<file path="src/rtl/serial_pkg.sv">
// serial_pkg: definitions shared by the serial transmitter and receiver.
//   WIDTH_DEF       default frame width in bits
//   COMMA_SYM       alignment / idle symbol
//   IDLE_COMMAS_DEF COMMA frames forced after reset
//   tx_state_e      transmitter FSM encoding (SYNC, ACTIVE)
package serial_pkg;
  localparam int         WIDTH_DEF       = 8;
  localparam logic [7:0] COMMA_SYM       = 8'hBC;
  localparam int         IDLE_COMMAS_DEF = 4;

  typedef enum logic {
    SYNC   = 1'b0,
    ACTIVE = 1'b1
  } tx_state_e;
endpackage

</file>
<file path="src/rtl/paralelo_serial_tx.sv">
// paralelo_serial_tx: parallel-to-serial transmitter, one bit per clk_32f
// cycle, WIDTH-bit frames sent LSB first. After reset it sends IDLE_COMMAS
// COMMA frames, then sends user bytes offered on ready and fills every empty
// frame with COMMA.
//
// Ports:
//   clk_32f     in   bit clock, rising edge
//   reset       in   synchronous, active-high
//   data_in     in   byte to transmit
//   valid_in    in   data_in valid, sampled only while ready is high
//   ready       out  combinational, last bit cycle of a frame that may carry data
//   data_out    out  registered serial bit
//   active_tx   out  registered, high once the sync run is complete
//   frames_sent out  (only with TX_FRAME_CNT_EN) saturating count of data frames
//
// Build option: define TX_FRAME_CNT_EN to add the frames_sent counter.
module paralelo_serial_tx
  import serial_pkg::*;
#(
  parameter int               WIDTH       = WIDTH_DEF,
  parameter logic [WIDTH-1:0] COMMA       = COMMA_SYM,
  parameter int               IDLE_COMMAS = IDLE_COMMAS_DEF
) (
  input  logic             clk_32f,
  input  logic             reset,
  input  logic [WIDTH-1:0] data_in,
  input  logic             valid_in,
  output logic             ready,
  output logic             data_out,
  output logic             active_tx
`ifdef TX_FRAME_CNT_EN
  ,
  output logic [15:0]      frames_sent
`endif
);

  localparam int CW = (WIDTH > 1) ? $clog2(WIDTH) : 1;
  localparam logic [CW-1:0] LAST_BIT = CW'(WIDTH - 1);

  tx_state_e        state, state_nxt;
  logic [CW-1:0]    bit_cnt;
  logic [3:0]       comma_cnt, comma_nxt;
  logic [WIDTH-1:0] frame_reg, frame_nxt;
  logic             boundary;
  logic             sync_done;
  logic             load_data;

  assign boundary  = (bit_cnt == LAST_BIT);
  assign sync_done = (comma_cnt == 4'(IDLE_COMMAS));

  // FSM state register
  always_ff @(posedge clk_32f) begin
    if (reset) state <= SYNC;
    else       state <= state_nxt;
  end

  // Next state, next frame and ready. The last sync boundary already uses
  // the data rule, so the first user byte can follow the commas with no gap.
  always_comb begin
    state_nxt = state;
    comma_nxt = comma_cnt;
    frame_nxt = frame_reg;
    load_data = 1'b0;
    ready     = boundary && ((state == ACTIVE) || sync_done);
    if (ready) begin
      state_nxt = ACTIVE;
      load_data = valid_in;
      frame_nxt = valid_in ? data_in : COMMA;
    end else if (boundary) begin
      frame_nxt = COMMA;
      comma_nxt = comma_cnt + 4'd1;
    end
  end

  // Datapath: serializer, bit counter, sync comma counter
  always_ff @(posedge clk_32f) begin
    if (reset) begin
      data_out  <= 1'b0;
      active_tx <= 1'b0;
      bit_cnt   <= '0;
      comma_cnt <= 4'd1;   // frame loaded at reset is the first comma
      frame_reg <= COMMA;
    end else begin
      data_out  <= frame_reg[bit_cnt];
      active_tx <= (state_nxt == ACTIVE);
      bit_cnt   <= boundary ? '0 : bit_cnt + CW'(1);
      comma_cnt <= comma_nxt;
      frame_reg <= frame_nxt;
    end
  end

`ifdef TX_FRAME_CNT_EN
  always_ff @(posedge clk_32f) begin
    if (reset)
      frames_sent <= 16'd0;
    else if (load_data && (frames_sent != 16'hFFFF))
      frames_sent <= frames_sent + 16'd1;
  end
`endif

endmodule

</file>
<file path="config.mk">
export PLATFORM = sky130hd
export DESIGN_NAME = paralelo_serial_tx
export DESIGN_NICKNAME = d
export VERILOG_FILES = /design/src/rtl/serial_pkg.sv /design/src/rtl/paralelo_serial_tx.sv
export SDC_FILE = /design/constraint.sdc
export NUM_CORES = 1
export LEC_CHECK = 0
export ABC_AREA = 1
export CORE_MARGIN = 5
export CORE_UTILIZATION = 25
export CTS_BUF_LIST = sky130_fd_sc_hd__clkbuf_4
export CTS_CLUSTER_DIAMETER = 200
export DETAILED_ROUTE_END_ITERATION = 12
export SLEW_MARGIN = 10
export SYNTH_ARGS = -nofsm -noshare
export SYNTH_HDL_FRONTEND = slang
export SYNTH_SLANG_ARGS = --single-unit
</file>
<file path="constraint.sdc">
create_clock -name clk_32f -period 1.85 [get_ports clk_32f]
set_clock_uncertainty 0.1 [all_clocks]
set_input_delay 0.185 -clock clk_32f [delete_from_list [all_inputs] [get_ports clk_32f]]
set_output_delay 0.185 -clock clk_32f [all_outputs]
set_load 0.02 [all_outputs]
</file>
Yosys cells after proc, flatten, opt, wreduce, memory -nomap -nowiden
Cells that the tools add are included.

Flip-flop bits (word level): 17. Input port bits: 11.

$add $sub $neg: 2. Equality and inequality tests: 2. Mux-type cells: 5. Order comparisons: 1. Bitwise logic cells: 1. Reductions and logical operators: 5.

Operators with widths (number): 2-to-1 mux 8 bit (3); adder 4 x 1 -> 4 bit, second input constant (1); == test 4 x 3 -> 1 bit, second input constant (1); less-than comparator 3 x 4 -> 1 bit, second input constant (1); adder 3 x 1 -> 3 bit, second input constant (1); binary-select mux 1 bit (select 3 bit) (1); == test 3 bit, second input constant (1); AND reduction 2 bit (1); nonzero test 2 bit (1); OR reduction 2 bit (1); logical AND 1 bit (1); logical OR 1 bit (1); 2-to-1 mux 1 bit (1); NOT 1 bit (1).

Depth between registers and ports, before layout
Gate-level depths: netlist of the first run.

Depth in word-level cells: 5. Depth in mapped cells: 8. Gate-level depth less buffers: 8.

Worst setup path after synthesis of the first run
Ideal clock, no wire load.

Kind: register to register. Start point: register bit_cnt[0]. End point: register frame_reg[4]. Required time: 1635 ps. Setup slack: 398 ps. Stages on the path, launching flop included: 8. Path buffers: 1. Arrival time: 1236 ps. Path through: dfxtp_1 -> ha_1 -> ha_1 -> inv_1 -> nand2_1 -> buf_4 -> o22ai_1 -> inv_1.

Longest elaborated chain between the ends: 3. Elaborated cells on any way between the ends: 4. Classes of those cells: eq/ne: 1; mux: 1; reduce/logical: 2.

RTL lines: from (decl) (line paralelo_serial_tx.sv:41) `logic [CW-1:0] bit_cnt;`; from (signal assigned) (line paralelo_serial_tx.sv:86) `bit_cnt <= boundary ? '0 : bit_cnt + CW'(1);`; == test 3 bit * (line paralelo_serial_tx.sv:48) `assign boundary = (bit_cnt == LAST_BIT);`; logical AND 1 bit (line paralelo_serial_tx.sv:64) `ready = boundary && ((state == ACTIVE) || sync_done);`; 2-to-1 mux 8 bit or nonzero test 2 bit (tied branches); to (signal assigned) (line paralelo_serial_tx.sv:88) `frame_reg <= frame_nxt;`; to (decl) (line paralelo_serial_tx.sv:43) `logic [WIDTH-1:0] frame_reg, frame_nxt;`.

Every way passes the cells marked *; elsewhere a longest branch is shown, timed or not. A chain may end at the register's enable or synchronous reset.

Worst setup path after layout of the first run
Start point: register bit_cnt[1]. End point: output ready.

Longest elaborated chain between the ends: 2.

RTL lines: == test 3 bit (line paralelo_serial_tx.sv:48); logical AND 1 bit (line paralelo_serial_tx.sv:64); to (decl) (line paralelo_serial_tx.sv:28) `output logic ready,`.

No other way between the ends.

==> results of run 1 <==
[cells by family after synthesis]
logic type / after synthesis / share of synthesized area, %
adder cells (fa/ha/maj): 4 / 6.319
AO/OA/AOI/OAI: 14 / 10.11
AND/OR/NAND/NOR: 46 / 25.75
flip-flops: 17 / 42.97
XOR/XNOR: 1 / 1.106
buffers and inverters: 28 / 13.74
[path summary, 6_finish.rpt]
check	slack [ns]	end
setup / recovery	0.23	ready
setup reg to reg	0.30	frame_reg[5]
hold reg to reg	0.39	active_tx
hold / removal	0.36	frame_reg[6]
[layout by cell type (no fill, tap or decap)]
cell and n:
clkbuf_2 1, ha_1 3, a21oi_1 3, o22ai_1 8, nand3_1 6, nor2_2 2
o21ai_1 1, nand3_2 1, nand4_1 1, clkbuf_4 3, dfxtp_2 2, dfxtp_1 15
nand2_2 1, o21ai_0 2, xor2_1 1, inv_1 26, nand2_4 1, ha_2 1
nor2_1 6, nand2_1 28, clkdlybuf4s50_1 12, buf_4 2, clkinv_2 1, inv_2 1
[metrics by stage]
| step | power (W) | util [%] |
|---|---|---|
| 5_1_grt | 0.0006980 | 33.16 |
| 6_report | 0.0006557 | 33.16 |
| 4_1_cts | 0.0006712 | 33.16 |
| 3_3_place_gp | 0.0004651 | 32.25 |
| 3_5_place_dp | 0.0004666 | 32.25 |
| 2_1_floorplan | 0.0004286 | - |
[cell usage after synthesis (all sizes together)]
master / number / area [µm²]
o21ai: 3 / 15.01
nand4: 1 / 6.260
nor2: 8 / 35.03
a21oi: 3 / 15.01
xor2: 1 / 8.760
dfxtp: 17 / 340.3
o22ai: 8 / 50.05
nand3: 7 / 40.04
inv: 27 / 101.3
nand2: 30 / 122.6
ha: 4 / 50.05
buf: 1 / 7.510
[metal layers]
metal | vias up | part of all wire [%] | global-route usage [%]
li1 | 376 | - | -
met5 | - | 0 | 0
met2 | 18 | 50 | 14.00
met3 | 3 | 6.8 | 3.912
met1 | 311 | 42 | 8.961
met4 | 0 | 0.91 | 2.284
[worst max-delay path, stage by stage (launching register included)]
cell      delay (ns)
dfxtp_1         0.38
ha_1            0.18
ha_2            0.22
nand2_4         0.06
inv_2           0.05
clkbuf_2        0.16
[power breakdown]
| group | switching, W | internal [W] | total (W) |
|---|---|---|---|
| registers | 0.00000536 | 0.000374 | 0.000380 |
| logic | 0.0000377 | 0.0000402 | 0.0000780 |
| clock network | 0.000117 | 0.0000806 | 0.000198 |
[timing repair]
action,4_1_cts,5_1_grt
endpoints found under the setup margin,1,1
resized for setup,2,4
hold buffers,0,0
endpoints found under the hold margin,0,0
[final cells by class]
| cell class | instances | area (µm²) | share of cell area, % |
|---|---|---|---|
| clock buffer | 3 | 22.52 | 2.225 |
| clock inverter | 1 | 5.005 | 0.4944 |
| inverter | 27 | 101.3 | 10.01 |
| multi-input combinational | 65 | 345.3 | 34.12 |
| sequential | 17 | 342.8 | 33.87 |
| tap | 44 | 55.05 | 5.439 |
| timing repair buffer | 15 | 140.1 | 13.84 |
==> impl_metrics.csv, run 1 <==
group,metric,value,unit
power,power_density,647.8,mW/mm²
worst_setup_path,worstPathArrival,1.33,ns
layout,drive_gt1_share,12.50,%
timing,setup_violations,0,
grt,grt_pass1_wl,2773,µm
clock_network,clockBufferDepth,2,
grt,grt_max_degree,12,
timing,slew_violations,0,
floorplanning,die_y,66.29,µm
synth,yosysWarnings,0,
detailed_routing,dr_total_vias,708,
timing,setup-tns-final,0,ns
clock_network,clk_pin_slew,0.10,ns
layout,diodes,0,
clock_network,clkSinkCount,17,
timing,fmax,617.9,MHz
worst_setup_path,rr_worst_depth,6,
grt,grt_pass1_vias,656,
timing,relSlewSlack,75.24,%
power,ir_drop,0.3503,mV
detailed_routing,drc,0,
worst_hold_path,hold_depth,3,
layout,largest_reg_flops,8,
layout,areaGrowthSynthToFinish,27.80,%
synth,synth_area,792.0,µm²
worst_setup_path,crit_path_end_kind,"output pin",
placed_design,numPortBuffers,13,
clock_network,cts_tree,"yes",
worst_setup_path,r2r_start,"bit_cnt[1]",
grt,antenna_found_initial,0,
detailed_routing,dr.pass1.iters,4,
timing,hold_violations,0,
floorplanning,core,0.003053,mm²
timing,fin_ws,0.2315,ns
clock_network,cts_root_buf,"clkbuf_4",
placed_design,placed_cell_area,984.7,µm²
grt,track_usage,8.196,%
worst_setup_path,start_kind,"register",
timing,post-route-period-util,87.48,%
worst_setup_path,worstPathRequired,1.56,ns
timing,rsz0062_at_grt,"false",
synth,synth_nets,125,
timing,worstMarginPinSlew,0.3706,ns
floorplanning,std_cell_rows,20,
layout,final_cells,172,
layout,nFillCells,353,
run,maxCapViolCount,0,
floorplanning,die_w,66.29,µm
clock_network,clk_latency,0.30,ns
detailed_routing,post_drt_wl_per_cell,8.919,µm
power,leakage,0.4670,nW
layout,nets,144,
floorplanning,start_util,25.94,%
synth,avgSynthCellArea,7.200,µm²
floorplanning,dieArea,0.004394,mm²
worst_setup_path,startpoint,"bit_cnt[1]",
synth,synthCells,110,
layout,final_cell_area,0.001012,mm²
worst_hold_path,hold_start,"data_in[6]",
timing,period_minus_slack,1.618,ns
grt,grt-ovfl-total,0,
worst_setup_path,cp_max_fo,4,
clock_network,htreeDepth,1,
worst_hold_path,hold_path_class,"input pin to register",
floorplanning,io_pins,14,
detailed_routing,ant_nets,0,
detailed_routing,first_iter_violations,17,
run_status,status,"finished, final reports clean",
placed_design,dp_hpwl,1248,µm
detailed_routing,viasPerCell,4.116,
clock_network,cts_inserted_buffers,3,
detailed_routing,wirelength,1534,µm
timing,holdWs,0.3616,ns
placed_design,place_ws,0.08568,ns
synth,ys_types,18,
synth,ys_ff_latch,17,
clock_network,postCtsSetupRepairBufs,0,
placed_design,dp.cells,168,
placed_design,gp_congestion,0.6875,
synth,ys_seq_area_share,42.97,%
worst_setup_path,path_class,"register to output pin",
Power figures use the tool's default switching activity.
==> run 2, diff against run 1 <==
- HOLD_SLACK_MARGIN: default -> 0.12
==> results of run 2 <==
No change in the layout: final DEF, timing and power equal those of run 1.
==> edit 1: new RTL, config.mk and constraints of run 1 <==
Change the package constant `WIDTH_DEF` from 8 to 16.
--- a/src/rtl/serial_pkg.sv
+++ b/src/rtl/serial_pkg.sv
@@ -5,5 +5,5 @@
 //   tx_state_e      transmitter FSM encoding (SYNC, ACTIVE)
 package serial_pkg;
-  localparam int         WIDTH_DEF       = 8;
+  localparam int         WIDTH_DEF       = 16;
   localparam logic [7:0] COMMA_SYM       = 8'hBC;
   localparam int         IDLE_COMMAS_DEF = 4;
Interface: changed (resized data_in); port bits go from 14 to 22. No check against the original RTL was run, so the function may have changed too.
==> edit 1 against run 1 <==
Routed wire length grew 65%. Total power grew 65%. Final area grew 55%. Combinational power grew 60%. Sequential cell count grew 9. Area after synthesis grew 53%. Setup slack lost 0.072 ns. Via count grew 43%. Fmax shrank 4.3%. Critical path type unchanged. Largest cell class unchanged.
==> edit 1: results (changes against run 1) <==
Parameter                              Value

Synthesis
  Dominant cells by area after synthesis    sky130_fd_sc_hd__dfxtp_1 43%, sky130_fd_sc_hd__nand3_1 11%, sky130_fd_sc_hd__inv_1 9.9%
  Library cell with the highest instance count after synthesis    sky130_fd_sc_hd__inv_1
  Synth top cells by count    32 x sky130_fd_sc_hd__inv_1, 26 x sky130_fd_sc_hd__dfxtp_1, 26 x sky130_fd_sc_hd__nand3_1

Placed design
  Port bufs    21 (+8)
  HPWL after detailed placement    1910 um (+53%)
  Setup WS pre-CTS    0.0940 ns (+0.00835 ns)

Detailed routing
  Wl on met1    1280 um (+97%)
  Met2 wire length    1080 um (+42%)
  Total Wirelength    2540 um (+65%)

Finish
  FF/Latch Area    520 um^2 (+52%)
  Proportion of cell area occupied by multi-input gates    33.5% (-0.65 points)
  Flip-flop count of the largest register after layout    16 (+8)
  # nets final    212 (+47%)
  FILL cells    528 (+50%)
  Number of buffers other than clock buffers in the final layout    28 (+13)
  Num sequential    26 (+9)
  Area Overhead vs Synth    29.2%
  Fraction of area in non-clock buffers    16.5% (+2.6 points)

Pwr
  Comb pwr    0.125 mW (+60%)
  Leakage Power    0.664 nW (+42%)
  Share of power burned in registers    52.7% (-5.2 points)
  Part of the power in combinational logic    11.6% (-0.3 points)

Run status
  Result of the run    finished, final reports clean

Global routing
  Vias in the first global route    991 (+51%)
  Global router's overall resource usage    8.54% (+0.35 points)
  Wire length of the first global-routing pass    4300 um (+55%)

Setup path
  Category of cells accounting for the largest share of critical-path delay    flip-flops
  Worst Path Arrival    1.41 ns (+0.08 ns)
  Largest stage delay on the critical path    0.36 ns (-0.02 ns)

Clock network
  Clock latency on the worst-skew pair    0.32 ns (+0.02 ns)

STA
  Max-Slew Margin vs Limit    76.9% (+1.7 points)

Die
  Number of placement rows    25 (+25%)
[edit 1: changes by cell type in the layout (fill, tap and decap cells not counted), sizes merged, moves of 8 or more]
cell           delta
nand3            +19
nand2            -10
dfxtp             +9
nor2              +9
a21oi             +8
clkdlybuf4s50     +8
o21ai             +8
[edit 1: path summary, 6_finish.rpt]
kind / start / endpoint / slack [ns] / cells past startpoint
worst max register to register: bit_cnt[0] / bit_cnt[3] / 0.25 / 8
worst min register to register: frame_reg[0] / frame_reg[0] / 0.39 / 2
worst min-delay path: data_in[14] / frame_reg[14] / 0.30 / 3
worst max-delay path: bit_cnt[0] / ready / 0.16 / 6
[edit 1: logic make-up after synthesis]
kind of cell / after synthesis / synth area share [%]
flops: 26 / 42.9
simple gates: 68 / 28.9
fa+ha+maj: 3 / 3.10
buf+inv: 39 / 13.8
compound gates: 26 / 11.2
[edit 1: layer usage]
metal / up-vias / global-route usage, %
met5: - / 0
met4: 0 / 4.12
met3: 4 / 1.58
met2: 17 / 13.5
met1: 428 / 11.1
li1: 566 / -
==> edit 2: new RTL, settings of run 1 <==
Without the edit above. One comparison of `comma_cnt` changes from == to >=.
--- a/src/rtl/paralelo_serial_tx.sv
+++ b/src/rtl/paralelo_serial_tx.sv
@@ -47,5 +47,5 @@
 
   assign boundary  = (bit_cnt == LAST_BIT);
-  assign sync_done = (comma_cnt == 4'(IDLE_COMMAS));
+  assign sync_done = (comma_cnt >= 4'(IDLE_COMMAS));
 
   // FSM state register
Check against the original RTL: no difference found for any inputs over 10 cycles, from zero or initial values and one cycle with reset high; that may be too few to reach the edited logic, so the function may still have changed.
==> edit 2 against run 1 <==
First-iteration DRC count down 47%. Sequential power is essentially flat. Setup slack got worse by 0.036 ns. Non-clock buffer count stayed put. Sequential cell count unchanged. Final area down 7.2%. Utilization increased by 0.34 points. Routed wire length down 11%. Area after synthesis is 6.3% lower. Total power is 1.5% higher.
==> edit 2: results (changes against run 1) <==
Parameter                              Value

Placed design
  HPWL after detailed placement    1100 um (-12%)
  Port bufs    13 (unchanged)
  Setup WS pre-CTS    0.0749 ns (-0.0108 ns)
  Number of cells in the design after placement    142 (-15%)
  Gpl congestion    0.752 (+9.4%)
  Standard cell area after detailed placement    915 um^2 (-7.1%)

Global routing
  Pin count of the biggest net entering global routing    12 (unchanged)
  Number of antenna violations at the first check in global routing    0 (unchanged)
  Global router's overall resource usage    7.27% (-0.93 points)
  Met3 global-route usage    1.73% (-2.2 points)
  Met1 usage in global routing    7.25% (-1.7 points)
  Wire length of the first global-routing pass    2380 um (-14%)
  Vias in the first global route    633 (-3.5%)
  Met2 track utilization from global routing    13.0% (-0.99 points)

Detailed routing
  Met2 wire length    647 um (-15%)
  Total Wirelength    1360 um (-11%)
  Highest layer used for signal routing    met4
  Via total after detailed routing    641 (-9.5%)
  Average detailed-routed wire length per instance    9.30 um (+4.3%)
  Initial DRC count    9 (-8)
  Met3 routed wirelength    64 um (-39%)
  Wl on met1    603 um (-7.2%)

Finish
  FILL cells    307 (-13%)
  Ratio of cells with drive above 1 in the final layout    18.3% (+5.8 points)
  Antenna Diode Count    0 (unchanged)
  # nets final    130 (-9.7%)
  Area of the multi-input gates    319 um^2 (-7.6%)

STA
  Final critical path time including I/O delays and setup    1.65 ns (+0.0358 ns)
  Max-Slew Margin vs Limit    82.7% (+7.4 points)
  Hold Slack    0.359 ns (-0.00217 ns)

Setup path
  CP startpoint    bit_cnt[1]
  Worst Path Arrival    1.37 ns (+0.04 ns)
  Number of cells on the worst reg-to-reg path    7 (+1)
  Flop2flop setup slack    0.44 ns (+0.14 ns)
  Endpoint of the most critical register-to-register path    frame_reg[6]
  R2R Path Start    bit_cnt[1]

Run status
  Result of the run    finished, final reports clean

Pwr
  PwrDens    708 nW/um^2 (+9.4%)
  Part of the power in combinational logic    11.2% (-0.7 points)
  Switch Pwr    0.154 mW (-3.9%)
  Maximum ir drop on the vdd rail    290 uV (-17%)
  Leakage Power    0.439 nW (-5.9%)

Clock network
  Root buffer cell    sky130_fd_sc_hd__clkbuf_4
  Clock-pin transition on the worst setup and hold timing paths    0.09 ns
  Post-CTS resize count    1 (-1)
  Bufs on Longest Clock Path    2 (unchanged)

Synthesis
  Synth top cells by count    17 x sky130_fd_sc_hd__dfxtp_1, 16 x sky130_fd_sc_hd__inv_1, 15 x sky130_fd_sc_hd__nand2_1
  Register area share after synthesis    45.9% (+2.9 points)
  Fraction of synthesis flops using an asynchronous set or reset pin    0% (unchanged)
  Fraction of the mapped netlist area in compound gates    9.61% (-0.50 points)
  Number of library cell types mapped by synthesis    17 (-1)
  Dominant cells by area after synthesis    sky130_fd_sc_hd__dfxtp_1 46%, sky130_fd_sc_hd__inv_1 8.1%, sky130_fd_sc_hd__nand2_1 7.6%
  Avg Cell Area, Syn    7.65 um^2 (+6.2%)
  Net Count, Synth    111 (-11%)
  Xor/xnor cell area share of the yosys netlist    0% (-1.1 points)
  Synthesized-area fraction occupied by adder cells    5.06% (-1.3 points)
[edit 2: cell count changes after synthesis, sizes merged, moves of 3 or more]
cell / run 1 / this run
nand2: 30 / 17
inv: 27 / 19
o22ai: 8 / 1
nand3: 7 / 10
nor2: 8 / 17
a21oi: 3 / 8
[edit 2: cell type report]
type | instances | area share, %
Timing Repair Buffer | 15 | 14.9
Tap cell | 31 | 4.13
Inverter | 19 | 7.59
Sequential cell | 17 | 36.2
Multi-Input combinational cell | 60 | 34.0
Clock buffer | 4 | 3.20
[edit 2: critical path: cells and delay by family (launching register included)]
| family | cells | cell delay, ns |
|---|---|---|
| buf+inv | 2 | 0.24 |
| flops | 1 | 0.38 |
| simple gates | 1 | 0.12 |
| fa+ha+maj | 2 | 0.35 |
[edit 2: cells by family (layout without fill, tap and decap cells)]
| logic type | after synthesis | in the layout |
|---|---|---|
| simple gates | 46 | 46 |
| buf+inv | 20 | 38 |
| compound gates | 11 | 11 |
| flops | 17 | 17 |
| fa+ha+maj | 3 | 3 |
